==> config.mk <==
export PLATFORM = sky130hd
export DESIGN_NAME = input_port_controller
export DESIGN_NICKNAME = d
export VERILOG_FILES = /design/src/rtl/input_port_controller_pkg.sv /design/src/rtl/input_port_controller_ivc_fsm.sv /design/src/rtl/input_port_controller.sv
export SDC_FILE = /design/constraint.sdc
export NUM_CORES = 1
export LEC_CHECK = 0
export CAP_MARGIN = 40
export CORE_MARGIN = 3
export CORE_UTILIZATION = 53
export CTS_CLUSTER_SIZE = 10
export DETAILED_ROUTE_END_ITERATION = 10
export PLACE_DENSITY = 0.87
export SYNTH_ARGS = -nofsm -noshare
export SYNTH_HDL_FRONTEND = slang
export SYNTH_SLANG_ARGS = --single-unit
==> constraint.sdc <==
create_clock -name clk -period 3.4 [get_ports clk]
set_input_delay 0.34 -clock clk [delete_from_list [all_inputs] [get_ports clk]]
set_output_delay 0.34 -clock clk [all_outputs]
set_load 0.05 [all_outputs]
==> src/rtl/input_port_controller_pkg.sv <==
// Shared definitions for the input port controller slice.
//   flit_type_e : flit type code carried with each buffer-head flit
//   ivc_state_e : per-input-VC controller state
//   is_head/is_tail : decode helpers for flit types that open/close a packet
package input_port_controller_pkg;

    typedef enum logic [1:0] {
        FT_BODY = 2'b00,
        FT_HEAD = 2'b01,
        FT_TAIL = 2'b10,
        FT_HT   = 2'b11
    } flit_type_e;

    typedef enum logic {
        IVC_IDLE   = 1'b0,
        IVC_ACTIVE = 1'b1
    } ivc_state_e;

    // HEAD and single-flit HT both open a packet.
    function automatic logic is_head(input logic [1:0] t);
        return (t == FT_HEAD) || (t == FT_HT);
    endfunction

    // TAIL and single-flit HT both close a packet.
    function automatic logic is_tail(input logic [1:0] t);
        return (t == FT_TAIL) || (t == FT_HT);
    endfunction

endpackage

==> src/rtl/input_port_controller_ivc_fsm.sv <==
// ivc_fsm: controller for one input VC.
//   Holds IDLE/ACTIVE state, the latched output VC, the VA wait counter and a
//   flag recording whether a flit of the current packet has already fired.
// Ports:
//   clk, rstn           clock, async active-low reset
//   fifo_empty          this VC's input buffer is empty
//   flit_type           type of the flit at the buffer head
//   cand                route-calculator output-VC candidates
//   sel_out_vc          one-hot output VC granted by the VC allocator
//   vc_granted          VC allocation grant strobe
//   credit_avail        per-output-VC credit available
//   sw_grant            switch grant (flit fires)
//   req_vc, prio        VC allocation request mask and aged flag
//   sw_req              switch allocation request
//   xb_vc               output VC this VC would drive through the crossbar
//   vc_active           VC currently holds an output VC
//   err                 per-VC protocol violation seen this cycle
module ivc_fsm
    import input_port_controller_pkg::*;
#(
    parameter int CN     = 6,
    parameter int BYPASS = 1,
    parameter int AGE_W  = 4,
    parameter int AGE_TH = 8
) (
    input  logic          clk,
    input  logic          rstn,
    input  logic          fifo_empty,
    input  logic [1:0]    flit_type,
    input  logic [CN-1:0] cand,
    input  logic [CN-1:0] sel_out_vc,
    input  logic          vc_granted,
    input  logic [CN-1:0] credit_avail,
    input  logic          sw_grant,
    output logic [CN-1:0] req_vc,
    output logic          prio,
    output logic          sw_req,
    output logic [CN-1:0] xb_vc,
    output logic          vc_active,
    output logic          err
);

    localparam logic [AGE_W-1:0] AGE_MAX  = '1;
    localparam logic [AGE_W-1:0] AGE_TH_W = AGE_W'(AGE_TH);

    ivc_state_e       state_q, state_d;
    logic [CN-1:0]    out_vc_q, out_vc_d;
    logic [AGE_W-1:0] age_q, age_d;
    logic             sent_q, sent_d;
    logic             head_at;
    logic             grant_ok;
    logic             fire;

    assign head_at = !fifo_empty && is_head(flit_type);

    always_comb begin
        state_d   = state_q;
        out_vc_d  = out_vc_q;
        age_d     = age_q;
        sent_d    = sent_q;
        req_vc    = '0;
        sw_req    = 1'b0;
        xb_vc     = '0;
        vc_active = 1'b0;
        err       = 1'b0;
        grant_ok  = 1'b0;
        fire      = 1'b0;

        case (state_q)
            IVC_IDLE: begin
                if (head_at)
                    req_vc = cand;
                grant_ok = vc_granted && (req_vc != '0);

                if (!fifo_empty && !is_head(flit_type))
                    err = 1'b1;
                if (vc_granted && (req_vc == '0))
                    err = 1'b1;
                if (grant_ok && (!$onehot(sel_out_vc) || ((sel_out_vc & ~cand) != '0)))
                    err = 1'b1;

                if (grant_ok) begin
                    state_d  = IVC_ACTIVE;
                    out_vc_d = sel_out_vc;
                    age_d    = '0;
                    sent_d   = 1'b0;
                    if (BYPASS != 0) begin
                        // Grant is usable immediately; the buffer is non-empty
                        // because a request could only be raised with a head present.
                        sw_req = |(sel_out_vc & credit_avail);
                        xb_vc  = sel_out_vc;
                        fire   = sw_grant && sw_req;
                        if (fire) begin
                            sent_d = 1'b1;
                            if (flit_type == FT_HT) begin
                                state_d  = IVC_IDLE;
                                out_vc_d = '0;
                            end
                        end
                    end
                end else if ((req_vc != '0) && (age_q != AGE_MAX)) begin
                    age_d = age_q + 1'b1;
                end
            end

            IVC_ACTIVE: begin
                vc_active = 1'b1;
                xb_vc     = out_vc_q;
                sw_req    = !fifo_empty && |(out_vc_q & credit_avail);
                fire      = sw_grant && sw_req;

                // The packet's own head legitimately sits at the buffer head
                // until it fires; only a head after that is a violation.
                if (head_at && sent_q)
                    err = 1'b1;
                if (vc_granted)
                    err = 1'b1;

                if (fire) begin
                    sent_d = 1'b1;
                    if (is_tail(flit_type)) begin
                        state_d  = IVC_IDLE;
                        out_vc_d = '0;
                    end
                end
            end

            default: state_d = IVC_IDLE;
        endcase

        // Outputs are forced low for as long as reset is held, even though
        // the buffer inputs may still present a head.
        if (!rstn) begin
            req_vc = '0;
            sw_req = 1'b0;
            xb_vc  = '0;
        end
    end

    assign prio = rstn && (age_q >= AGE_TH_W) && (req_vc != '0);

    always_ff @(posedge clk or negedge rstn) begin
        if (!rstn) begin
            state_q  <= IVC_IDLE;
            out_vc_q <= '0;
            age_q    <= '0;
            sent_q   <= 1'b0;
        end else begin
            state_q  <= state_d;
            out_vc_q <= out_vc_d;
            age_q    <= age_d;
            sent_q   <= sent_d;
        end
    end

endmodule

==> src/rtl/input_port_controller.sv <==
// input_port_controller: per-input-port VC controller of a router.
//   One ivc_fsm per input VC requests output VCs from the VC allocator, holds
//   the granted output VC for the packet, and requests switch traversal when
//   that output VC has credit. The top level builds the crossbar output-VC
//   select and collects protocol errors into a sticky flag.
// Ports:
//   clk, rstn         clock, async active-low reset
//   fifo_empty        [NVC]     per-VC buffer empty
//   flit_type         [2*NVC]   per-VC head flit type
//   candidateOutVC    [NVC*CN]  per-VC output-VC candidates
//   reqVC             [NVC*CN]  per-VC VC allocation request
//   prio              [NVC]     per-VC aged request flag
//   selOutVC          [NVC*CN]  per-VC granted output VC (one-hot)
//   VCgranted         [NVC]     per-VC VA grant strobe
//   credit_avail      [CN]      output VC has a downstream credit
//   swReq             [NVC]     switch allocation request
//   swGrant           [NVC]     one-hot switch grant (flit fire)
//   selXBVC           [CN]      crossbar output-VC select
//   vc_active         [NVC]     VC holds an output VC
//   proto_err                   sticky protocol error
module input_port_controller
    import input_port_controller_pkg::*;
#(
    parameter int NVC    = 4,
    parameter int CN     = 6,
    parameter int BYPASS = 1,
    parameter int AGE_W  = 4,
    parameter int AGE_TH = 8
) (
    input  logic              clk,
    input  logic              rstn,
    input  logic [NVC-1:0]    fifo_empty,
    input  logic [2*NVC-1:0]  flit_type,
    input  logic [NVC*CN-1:0] candidateOutVC,
    output logic [NVC*CN-1:0] reqVC,
    output logic [NVC-1:0]    prio,
    input  logic [NVC*CN-1:0] selOutVC,
    input  logic [NVC-1:0]    VCgranted,
    input  logic [CN-1:0]     credit_avail,
    output logic [NVC-1:0]    swReq,
    input  logic [NVC-1:0]    swGrant,
    output logic [CN-1:0]     selXBVC,
    output logic [NVC-1:0]    vc_active,
    output logic              proto_err
);

    logic [CN-1:0]  xb_vc [NVC];
    logic [NVC-1:0] vc_err;
    logic           sw_err;

    for (genvar i = 0; i < NVC; i++) begin : g_vc
        ivc_fsm #(
            .CN     (CN),
            .BYPASS (BYPASS),
            .AGE_W  (AGE_W),
            .AGE_TH (AGE_TH)
        ) u_fsm (
            .clk          (clk),
            .rstn         (rstn),
            .fifo_empty   (fifo_empty[i]),
            .flit_type    (flit_type[2*i +: 2]),
            .cand         (candidateOutVC[CN*i +: CN]),
            .sel_out_vc   (selOutVC[CN*i +: CN]),
            .vc_granted   (VCgranted[i]),
            .credit_avail (credit_avail),
            .sw_grant     (swGrant[i]),
            .req_vc       (reqVC[CN*i +: CN]),
            .prio         (prio[i]),
            .sw_req       (swReq[i]),
            .xb_vc        (xb_vc[i]),
            .vc_active    (vc_active[i]),
            .err          (vc_err[i])
        );
    end

    // With a legal one-hot grant the OR reduces to a plain select.
    always_comb begin
        selXBVC = '0;
        for (int i = 0; i < NVC; i++)
            if (swGrant[i])
                selXBVC = selXBVC | xb_vc[i];
    end

    assign sw_err = ((swGrant != '0) && !$onehot(swGrant)) || ((swGrant & ~swReq) != '0);

    always_ff @(posedge clk or negedge rstn) begin
        if (!rstn)
            proto_err <= 1'b0;
        else if ((vc_err != '0) || sw_err)
            proto_err <= 1'b1;
    end

endmodule

[Yosys cells after proc, flatten, opt, wreduce, memory -nomap -nowiden]
Cells that the tools add are included.
Cells by class
  reduce and logical (&&, ||, !) cells: 119
  multiplexer cells: 144
  magnitude comparators: 4
  bitwise logic cells: 25
  add/subtract/negate cells: 27
  eq/ne operators: 33
Operators by type and width (number)
  $mux 6: 48
  $pmux 6 s2: 8
  $and 6x6->6: 12
  $reduce_bool 6->1: 12
  $mux 1: 64
  $logic_and 1x1->1: 49
  $reduce_or 6->1: 8
  $mux 4: 8
  $pmux 1 s2: 16
  $add 1x1->2: 14
  $add 3x3->3: 8
  $logic_not 6->1: 4
  $not 6->6: 4
  $or 6x6->6: 3
  $add 4x1->4 const B: 4
  $eq 2x2->1 const B: 8
  $ge 4x4->1 const B: 4
  $ne 2x2->1 const B: 8
  $ne 4x4->1 const B: 4
  $reduce_and 2->1: 8
  $eq 3x1->1 const B: 5
  $logic_or 1x1->1: 14
  $logic_not 1->1: 13
  $reduce_and 3->1: 4
  other kinds (8): 22
Storage, ports and cells
  output and inout bits: 43
  flip-flop bits (word level): 49
  logic and storage cells: 369

[Depth between registers and ports, before layout]
Gate-level depths: netlist of the first run.
  depth after elaboration: 17
  gate-level depth with buffers: 11

[Cells and area by module]
Synthesis of the first run repeated with hierarchy kept, for this count alone.
Unflattened totals
  cell total of the unflattened synthesis: 531
  area total of the unflattened synthesis: 4526.8 µm²
By module, submodules not included
  ivc_fsm: times used 4, area an instance 1057.3 µm², seq. area each 300.3 µm², cells each 123
  input_port_controller: times used 1, area an instance 297.8 µm², seq. area each 25.0 µm², cells each 39

[Worst setup path before layout of the first run]
No wires, ideal clock.
  path kind: in2reg
  start: input port swGrant[1]
  end: register proto_err
  stages on the path: 11
  setup time: 0.129 ns
  arrival: 2.493 ns
  setup slack: 0.778 ns
  path through: clkinv_1 > fa_1 > inv_1 > ha_1 > ha_1 > nor2_1 > a32o_1 > o211ai_1 > nor4_1 > nand4_1 > a2111o_1
On the way
  cells in the longest elaborated chain, start to end: 7
Ends and longest elaborated chain
  start, declared: RTL line input_port_controller.sv:41  | input logic [NVC-1:0] swGrant,
  $add 1x1->2 (not written as such): RTL line input_port_controller.sv:84  | assign sw_err = ((swGrant != '0) && !$onehot(swGrant)) || ((swGrant & ~swReq) != '0);
  $add 2x2->3 (not written as such): RTL line input_port_controller.sv:84
  $eq 3x1->1: RTL line input_port_controller.sv:84
  $logic_not 1->1: RTL line input_port_controller.sv:84
  $logic_and 1x1->1: RTL line input_port_controller.sv:84
  $logic_or 1x1->1 *: RTL line input_port_controller.sv:84
  $logic_or 1x1->1 *: RTL line input_port_controller.sv:89  | else if ((vc_err != '0) || sw_err)
  end signal, assigned: RTL line input_port_controller.sv:88  | proto_err <= 1'b0;
  end signal, assigned: RTL line input_port_controller.sv:90  | proto_err <= 1'b1;
  end, declared: RTL line input_port_controller.sv:44  | output logic proto_err
Every way passes the cells marked *; elsewhere a longest branch is shown, timed or not.
A chain may end at the register's enable or synchronous reset.

[Worst setup path in the final report of the first run]
  start: input port flit_type[0]
  end: output port selXBVC[1]
On the way
  cells in the longest elaborated chain, start to end: 17
Ends and longest elaborated chain
  start, declared: RTL line input_port_controller.sv:33  | input logic [2*NVC-1:0] flit_type,
  $eq 2x1->1 or $eq 2x2->1 (tied branches): RTL line input_port_controller_pkg.sv:21  | return (t == FT_HEAD) || (t == FT_HT);
  $logic_or 1x1->1 *: RTL line input_port_controller_pkg.sv:21
  $logic_and 1x1->1 *: RTL line input_port_controller_ivc_fsm.sv:54  | assign head_at = !fifo_empty && is_head(flit_type);
  $mux 6 *: RTL line input_port_controller_ivc_fsm.sv:71  | if (head_at)
  $mux 6 *: RTL line input_port_controller_ivc_fsm.sv:69  | case (state_q)
  $reduce_bool 6->1 *: RTL line input_port_controller_ivc_fsm.sv:73  | grant_ok = vc_granted && (req_vc != '0);
  $logic_and 1x1->1 *: RTL line input_port_controller_ivc_fsm.sv:73
  $mux 6 *: RTL line input_port_controller_ivc_fsm.sv:82  | if (grant_ok) begin
  $pmux 6 s2 *: RTL line input_port_controller_ivc_fsm.sv:69
  $mux 6 *: RTL line input_port_controller_ivc_fsm.sv:133  | if (!rstn) begin
  $mux 6 *: RTL line input_port_controller.sv:80  | if (swGrant[i])
  $or 6x6->6: RTL line input_port_controller.sv:81  | selXBVC = selXBVC | xb_vc[i];
  $mux 6 *: RTL line input_port_controller.sv:80
  $or 6x6->6: RTL line input_port_controller.sv:81
  $mux 6 *: RTL line input_port_controller.sv:80
  $or 6x6->6: RTL line input_port_controller.sv:81
  $mux 6 *: RTL line input_port_controller.sv:80
  end, declared: RTL line input_port_controller.sv:42  | output logic [CN-1:0] selXBVC,
Every way passes the cells marked *; elsewhere a longest branch is shown, timed or not. The select of a mux whose other input is x is not followed.

==> results of run 1 <==
## state kept, by name (all words and copies together), names as in the netlist
name,flops
g_vc.u_fsm.state_q,4
g_vc.u_fsm.out_vc_q,24
g_vc.u_fsm.age_q,16
g_vc.u_fsm.sent_q,4
proto_err,1
## worst max-delay path by stage
stage,to,depth (start not counted),slack [ns]
2_1_floorplan,proto_err,11,0.78
6_report,selXBVC[1],8,0.27
4_1_cts,selXBVC[1],7,0.33
3_3_place_gp,proto_err,12,0.14
3_5_place_dp,proto_err,12,0.02
5_1_grt,selXBVC[1],7,0.09
## per-layer routing
| layer | up-vias | GRT usage (%) |
|---|---|---|
| met1 | 2110 | 40.9 |
| met3 | 24 | 4.58 |
| li1 | 2044 | - |
| met4 | 0 | 8.65 |
| met2 | 277 | 48.5 |
| met5 | - | 0 |
## critical path, stage by stage
cell and delay [ns]:
clkdlybuf4s50_1 0.58, nor3b_2 0.37, a21boi_2 0.23, and2_1 0.35, a22oi_1 0.16, o22a_1 0.25
a21boi_1 0.32, buf_12 0.19
## logic make-up (layout without fill, tap and decap cells)
| family | count (synthesis) | after routing | synth area share [%] |
|---|---|---|---|
| AO/OA/AOI/OAI | 149 | 149 | 27.3 |
| flip-flops | 49 | 49 | 29.2 |
| adder cells (fa/ha/maj) | 36 | 36 | 12.3 |
| buffers and inverters | 80 | 210 | 8.48 |
| AND/OR/NAND/NOR | 158 | 158 | 20.6 |
| XOR/XNOR | 10 | 10 | 2.08 |
## area by class of cell
| class | count | area [sq um] |
|---|---|---|
| fill | 550 | 1740 |
| inverter | 49 | 184 |
| tap | 99 | 124 |
| sequential | 49 | 1230 |
| clock buffer | 6 | 72.6 |
| clock inverter | 2 | 15.0 |
| timing repair buffer | 153 | 1500 |
| multi-input combinational | 353 | 2620 |
## cells in the final DEF (no fill, tap or decap), drive strengths merged, types with 3 or more instances in the layout
master / instances
o22a: 12
a21boi: 7
a21o: 3
ha: 27
a41oi: 4
xnor2: 3
a2111oi: 3
nand4: 6
dfrtp: 49
nor4: 4
nor3b: 3
and2: 5
and3: 30
o221ai: 3
nor2b: 7
nand3: 19
inv: 48
a22oi: 48
xor2: 7
a31oi: 6
o22ai: 6
nor2: 22
nand2: 39
clkdlybuf4s50: 107
nand2b: 7
nand3b: 3
o21ai: 14
fa: 9
a22o: 19
o21a: 3
and4: 3
buf: 46
a21oi: 6
clkbuf: 6
## power by group through the flow
stage | clock network, mW | registers (mW) | logic, mW
3_5_place_dp | 0 | 1.10 | 1.48
4_1_cts | 0.354 | 1.09 | 1.49
3_3_place_gp | 0 | 1.09 | 1.43
6_report | 0.353 | 1.10 | 1.50
2_1_floorplan | 0 | 0.980 | 1.06
5_1_grt | 0.382 | 1.13 | 1.63
## stage by stage
stage	hold WS [ns]	power (mW)
after floorplan	0.0444	2.04
after global placement	0.371	2.52
after detailed placement	0.382	2.58
after CTS	0.0396	2.93
after global routing	0.0756	3.14
final	0.0413	2.95
==> flow_summary.json, run 1 <==
{
  "crit_type": "in -> out",
  "top_layer_used": "met4",
  "p_per_area_nw_per_um2": 514,
  "hpwlAfterDp_um": 10400,
  "layoutNonFillerInstCount": 711,
  "cts_hold_buf": 0,
  "max_freq_mhz": 320,
  "timing.rr.start": "g_vc[2].u_fsm.state_q",
  "ys_types": 62,
  "vdd_drop_max_mv": 0.357,
  "numCtsBuffers": 5,
  "drc_errors": 0,
  "status": "finished, final reports clean",
  "crit_path_end_kind": "output pin",
  "seqPwrFrac_pct": 37.3,
  "synth-seq-cells": 49,
  "via_count": 4455,
  "synthTopCellsByCount": "dfrtp_1 (49), a22oi_1 (48), inv_1 (47), nand2_1 (39), and3_1 (30)",
  "synth_top_cell_by_area": "dfrtp_1",
  "internal-power_mw": 1.64,
  "min_path_type": "in -> async",
  "worstPathRequired_ns": 3.06,
  "setup_ws_ns": 0.271,
  "initial_utilization_pct": 56.2,
  "worst_pin_slew_ns": 0.836,
  "synth.most_common_cell": "dfrtp_1",
  "antenna_found_initial": 0,
  "timing.rr.end": "proto_err",
  "p_sw_share_pct": 44.3,
  "drv_slew": 0,
  "die_h_um": 95.1,
  "clk_path_buf_depth": 2,
  "pre_cts_ws_ns": 0.0156,
  "fp.dieW_um": 95.1,
  "ant_nets": 0,
  "stdcell_area_sq_um": 5750,
  "nets": 723,
  "clock_latency_ns": 0.31,
  "drtIter0Drc": 324,
  "fin_setup_tns_ns": 0,
  "synth_seq_area_share_pct": 29.2,
  "period_needed_ns": 3.13,
  "dr_wl_met3_um": 1380,
  "dp.cells": 703,
  "synthesis.area_sq_um": 4210,
  "r2r_slack_ns": 0.85,
  "finalSetupViolations": 0,
  "hold_viol": 0,
  "core_sq_um": 7490,
  "cts_tree": "yes",
  "max_slew_margin_pct": 44.0,
  "synthFlopType": "dfrtp_1",
  "drv_cap": 0,
  "netlist_instances": 482,
  "async_flop_share_pct": 100,
  "root_buffer": "clkbuf_8",
  "p_comb_share_pct": 50.7,
  "avgSynthCellArea_sq_um": 8.72,
  "critPathMaxFanout": 10,
  "dr_wl_met2_um": 6330,
  "synth_edf_count": 0,
  "synth_top_area_share_pct": 29.2,
  "crit_arrival_ns": 2.79,
  "rsz0062_at_grt": "false",
  "drt-met1-wl_um": 5230,
  "ctsResizeCount": 0,
  "grt_util_all_layers_pct": 29.7,
  "drive_gt1_share_pct": 10.1,
  "overflow": 0,
  "portBuffers": 118,
  "path_clk_slew_ns": 0.10,
  "yosys_warnings": 0,
  "dpl-instance-area_sq_um": 5660,
  "crit_path_start_kind": "input port",
  "routed_wl_um": 13200,
  "drt-wirelength-per-cell_um": 18.6,
  "diodes": 0,
  "vias_per_cell": 6.27,
  "yosys-top-cells-area": "dfrtp_1 (29%), a22oi_1 (8.6%), ha_1 (8.0%)",
  "post-route-util_pct": 76.8,
  "postCtsSetupBuffers": 0,
  "fin_skew_ns": 0.00858,
  "cts_max_level": 2,
  "grt_pass1_wl_um": 21100,
  "reg2regPathDepth": 6,
  "power_switching_mw": 1.31,
  "boundaryPins": 119,
  "clock-sinks": 49,
  "area_growth_syn_to_layout_pct": 36.6,
  "p_leak_nw": 2.54,
  "drt-pass1-iter-count": 5,
  "finalCritPeriodShare_pct": 92.0,
  "clkPwrFrac_pct": 12.0,
  "crit_start": "flit_type[0]",
  "num_rows": 31,
  "dieArea_sq_um": 9040,
  "grt_pass1_vias": 4326,
  "syn_nets": 594,
  "grt_max_degree": 41,
  "place_congestion": 0.959
}
(Power assumes the default switching activity.)
==> inputs of run 2 (changes only) <==
--- a/config.mk
+++ b/config.mk
@@ -6,7 +6,7 @@
 export NUM_CORES = 1
 export LEC_CHECK = 0
 export CAP_MARGIN = 40
-export CORE_MARGIN = 3
+export CORE_MARGIN = 5
 export CORE_UTILIZATION = 53
 export CTS_CLUSTER_SIZE = 10
 export DETAILED_ROUTE_END_ITERATION = 10
==> flow_summary.json, run 2 (same netlist as run 1, synthesis figures left out) <==
{
  "layout_common_cells": "clkdlybuf4s50_1 (107), dfrtp_1 (49), a22oi_1 (48), inv_1 (47), nand2_1 (39)",
  "drive_gt1_share_pct": 10.1,
  "diodes": 0,
  "grt_util_all_layers_pct": 27.9,
  "p_leak_nw": 2.57,
  "dieArea_sq_um": 9820,
  "vdd_drop_max_mv": 0.411,
  "largestRegisters": "g_vc.u_fsm.out_vc_q x24, g_vc.u_fsm.age_q x16",
  "fin_setup_tns_ns": 0,
  "path_depth": 8,
  "initial_utilization_pct": 54.4,
  "crit_type": "in -> out",
  "critical_path.top_delay_family": "compound AO/OA/AOI/OAI gates",
  "nets": 722,
  "critPathMaxFanout": 10,
  "hpwlAfterDp_um": 10900,
  "finalCritPeriodShare_pct": 90.5,
  "worst_pin_slew_ns": 0.888,
  "r2r_slack_ns": 0.89,
  "grt_max_degree": 37,
  "finalSetupViolations": 0,
  "fp.dieW_um": 99.1,
  "largest_reg_flops": 24,
  "boundaryPins": 119,
  "crit_path_start_kind": "input port",
  "antenna_found_initial": 0,
  "hold_viol": 0,
  "root_buffer": "clkbuf_8",
  "portBuffers": 118,
  "timing.rr.end": "proto_err",
  "worstPathRequired_ns": 3.06,
  "max_slew_margin_pct": 40.5,
  "ctsResizeCount": 0,
  "numCtsBuffers": 5,
  "die_h_um": 99.1,
  "drv_cap": 0,
  "pre_cts_ws_ns": 0.0832,
  "drc_errors": 0,
  "fill_cells": 579,
  "area_growth_syn_to_layout_pct": 37.6,
  "setup.worst_path.end": "selXBVC[4]",
  "cts_tree": "yes",
  "cts_max_level": 2,
  "path_clk_slew_ns": 0.09,
  "mostFrequentLayoutCell": "clkdlybuf4s50_1",
  "path_buf_inv": 2,
  "num_rows": 32,
  "slowest_delay_ns": 0.57,
  "timing.rr.start": "g_vc[1].u_fsm.state_q",
  "vias_per_cell": 6.37,
  "cts_hold_buf": 0,
  "status": "finished, final reports clean",
  "clock_latency_ns": 0.31,
  "min_path_type": "in -> async",
  "postCtsSetupBuffers": 0,
  "routed_wl_um": 13900,
  "drtIter0Drc": 376,
  "drt-wirelength-per-cell_um": 19.5,
  "grt_pass1_vias": 4538,
  "clk_path_buf_depth": 2,
  "drt-pass1-iter-count": 6,
  "multiInputGateArea_sq_um": 2620,
  "setup_ws_ns": 0.324,
  "fin_skew_ns": 0.00941,
  "rsz0062_at_grt": "false",
  "top_register": "g_vc.u_fsm.out_vc_q",
  "crit_start": "flit_type[0]",
  "crit_path_end_kind": "output pin",
  "place_congestion": 0.969,
  "period_needed_ns": 3.08,
  "core_sq_um": 7730,
  "via_count": 4544,
  "grt_pass1_wl_um": 22300,
  "crit_chain": "clkdlybuf4s50_1, nor3b_2, a21boi_2, and2_1, a22oi_1, o22a_1, a21boi_1, buf_12",
  "cpMaxStageDelayCell": "clkdlybuf4s50_1",
  "ant_nets": 0,
  "crit_arrival_ns": 2.74,
  "overflow": 0,
  "clock-sinks": 49,
  "drv_slew": 0,
  "p_per_area_nw_per_um2": 537,
  "max_freq_mhz": 325,
  "seq_area_sq_um": 1230,
  "reg2regPathDepth": 6
}
run 2: cell count changes in the layout (fill, tap and decap cells not counted):
cell	change
bufinv_16	+2
buf_4	-1
clkinv_2	+1
clkbuf_1	-1
clkinvlp_4	-2
run 2: metrics by stage:
stage | hold slack, ns | cell area, sq um | utilization (%) | cells | total power, mW
final | 0.0262 | 5790 | 74.9 | 713 | 3.11
after detailed placement | 0.356 | 5650 | 73.2 | 705 | 2.60
after global routing | 0.0479 | 5790 | 74.9 | 713 | 3.29
after global placement | 0.339 | 5650 | 73.2 | 705 | 2.52
after floorplan | 0.0444 | 4210 | - | 482 | 2.04
after CTS | 0.0223 | 5790 | 74.9 | 713 | 3.09
run 2: worst min path at each step:
stage	end	slack (ns)	from	cells past startpoint
after floorplan	g_vc[0].u_fsm.age_q[0]	0.04	rstn	0
after global placement	g_vc[1].u_fsm.state_q	0.34	rstn	1
after detailed placement	g_vc[1].u_fsm.state_q	0.36	rstn	1
after CTS	g_vc[2].u_fsm.age_q[0]	0.02	rstn	1
after global routing	g_vc[2].u_fsm.age_q[0]	0.05	rstn	1
final	g_vc[1].u_fsm.state_q	0.03	rstn	1
run 2: worst register-to-register path, stage by stage, from the launching register on:
cell       delay (ns)
dfrtp_1          0.57
nand4bb_1        0.26
a21oi_1          0.65
a21oi_1          0.24
nor2b_1          0.29
nor2_1           0.10
a2111o_1         0.28
run 2: power by group:
part | switching, mW | leakage, nW | internal, mW | total [mW]
logic | 0.830 | 1.87 | 0.682 | 1.51
registers | 0.285 | 0.629 | 0.817 | 1.10
clock network | 0.203 | 0.0681 | 0.292 | 0.495
total | 1.32 | 2.57 | 1.79 | 3.11
run 2: final cells by class:
class | instances | area share [%]
Clock inverter | 3 | 1.12
Multi-Input combinational cell | 353 | 45.3
Tap cell | 102 | 2.20
Timing Repair Buffer | 152 | 25.8
Clock buffer | 5 | 1.19
Sequential cell | 49 | 21.2
Inverter | 49 | 3.18
run 2: layer usage:
layer  global-route usage (%)  vias up  share of wire (%)
met3                     7.15       51                 11
met5                        0        -                  0
met2                     46.5      306                 46
met4                     7.98        0                3.0
met1                     35.7     2140                 40
li1                         -     2047                  -
==> inputs of run 3 (changes only) <==
--- a/config.mk
+++ b/config.mk
@@ -5,12 +5,14 @@
 export SDC_FILE = /design/constraint.sdc
 export NUM_CORES = 1
 export LEC_CHECK = 0
+export ABC_CLOCK_PERIOD_IN_PS = 3400
 export CAP_MARGIN = 40
 export CORE_MARGIN = 5
 export CORE_UTILIZATION = 53
 export CTS_CLUSTER_SIZE = 10
 export DETAILED_ROUTE_END_ITERATION = 10
 export PLACE_DENSITY = 0.87
+export REMOVE_ABC_BUFFERS = 1
 export SYNTH_ARGS = -nofsm -noshare
 export SYNTH_HDL_FRONTEND = slang
 export SYNTH_SLANG_ARGS = --single-unit
==> flow_summary.json, run 3 (same netlist as run 1, synthesis figures left out) <==
{
  "status": "finished, final reports clean",
  "mostFrequentLayoutCell": "clkdlybuf4s50_1",
  "postCtsSetupBuffers": 0,
  "antenna_found_initial": 0,
  "cts_hold_buf": 0,
  "grt_pass1_vias": 4337,
  "cts_tree": "yes",
  "root_buffer": "clkbuf_8",
  "stdcell_area_sq_um": 5780,
  "clock_latency_ns": 0.32,
  "worstPathRequired_ns": 3.06,
  "critPathMaxFanout": 14,
  "area_growth_syn_to_layout_pct": 37.5,
  "vdd_drop_max_mv": 0.386,
  "dpl-instance-area_sq_um": 5650,
  "fin_skew_ns": 0.00660,
  "drv_cap": 0,
  "crit_type": "reg -> out",
  "vias_per_cell": 6.29,
  "min_path_type": "in -> async",
  "grt_max_degree": 46,
  "rsz0062_at_grt": "false",
  "layout_common_cells": "clkdlybuf4s50_1 (107), dfrtp_1 (49), a22oi_1 (48), inv_1 (47), nand2_1 (39)",
  "cts_max_level": 2,
  "largest_reg_flops": 24,
  "ant_nets": 0,
  "grt_pass1_wl_um": 21800,
  "drv_slew": 0,
  "drt-wirelength-per-cell_um": 19.2,
  "portBuffers": 118,
  "place_congestion": 0.935,
  "finalCritPeriodShare_pct": 91.9,
  "via_count": 4476,
  "crit_arrival_ns": 2.79,
  "numCtsBuffers": 5,
  "nets": 721,
  "path_clk_slew_ns": 0.10,
  "drc_errors": 0,
  "largestRegisters": "g_vc.u_fsm.out_vc_q x24, g_vc.u_fsm.age_q x16",
  "drive_gt1_share_pct": 10.0,
  "period_needed_ns": 3.13,
  "routed_wl_um": 13700,
  "ctsResizeCount": 0,
  "fp.dieW_um": 99.1,
  "hold_ws_ns": 0.0619,
  "dieArea_sq_um": 9820,
  "crit_path_start_kind": "register",
  "top_register": "g_vc.u_fsm.out_vc_q",
  "crit_path_end_kind": "output pin",
  "overflow": 0,
  "pre_cts_ws_ns": 0.0685,
  "boundaryPins": 119,
  "max_freq_mhz": 320,
  "core_sq_um": 7730,
  "hold_viol": 0,
  "finalSetupViolations": 0,
  "die_h_um": 99.1,
  "worst_pin_slew_ns": 0.847,
  "diodes": 0,
  "num_rows": 32,
  "grt_util_all_layers_pct": 27.3,
  "clock-sinks": 49,
  "drt-pass1-iter-count": 6,
  "clk_path_buf_depth": 2,
  "setup_ws_ns": 0.275,
  "hpwlAfterDp_um": 10700,
  "max_slew_margin_pct": 43.3,
  "fin_setup_tns_ns": 0,
  "p_leak_nw": 2.56,
  "initial_utilization_pct": 54.4,
  "p_per_area_nw_per_um2": 541,
  "drtIter0Drc": 344
}
-- run 3: changes by cell type in the layout (fill, tap and decap cells not counted), sizes merged --
cell,change
inv,+1
buf,-1
clkinv,-1
-- run 3: worst paths after layout --
check	start	to	slack, ns	depth (start not counted)
max in group asynchronous	rstn	g_vc[1].u_fsm.out_vc_q[3]	2.46	2
worst max-delay path	g_vc[0].u_fsm.state_q	selXBVC[2]	0.27	7
worst min register to register	g_vc[1].u_fsm.sent_q	g_vc[1].u_fsm.sent_q	0.51	1
worst max register to register	g_vc[0].u_fsm.state_q	proto_err	0.84	7
worst min-delay path	rstn	g_vc[3].u_fsm.age_q[0]	0.06	1
min in group clk	g_vc[1].u_fsm.sent_q	g_vc[1].u_fsm.sent_q	0.51	1
-- run 3: power by group --
group          internal (mW)  total (mW)  leakage (nW)  switching (mW)
clock network          0.296       0.512        0.0687           0.216
logic                  0.681        1.51          1.87           0.829
registers              0.816        1.11         0.629           0.291
total                   1.79        3.13          2.56            1.34
-- run 3: area by class of cell --
type,instances,area [sq um]
Clock buffer,5,68.8
Inverter,49,184
Sequential cell,49,1230
Tap cell,102,128
Multi-Input combinational cell,353,2620
Fill cell,561,1940
Clock inverter,3,68.8
Timing Repair Buffer,151,1490
-- run 3: metrics by stage --
step                utilization (%)  std cells  power, mW
floorplan                         -        451       1.96
detailed placement             73.1        704       2.59
global placement               73.1        704       2.52
finish                         74.9        712       3.13
global route                   74.9        712       3.31
CTS                            74.9        712       3.10
-- run 3: critical path, stage by stage (launching register included) --
cell	delay (ns)
dfrtp_1	0.56
nor3b_2	0.43
a21boi_2	0.23
and2_1	0.35
a22oi_1	0.16
o22a_1	0.24
a21boi_1	0.30
buf_12	0.18
-- run 3: per-layer routing --
metal | GRT usage [%] | vias up | share of wire, %
li1 | - | 2036 | -
met3 | 7.29 | 35 | 11
met5 | 0 | - | 0
met4 | 6.62 | 0 | 2.3
met2 | 45.7 | 281 | 49
met1 | 35.1 | 2124 | 38
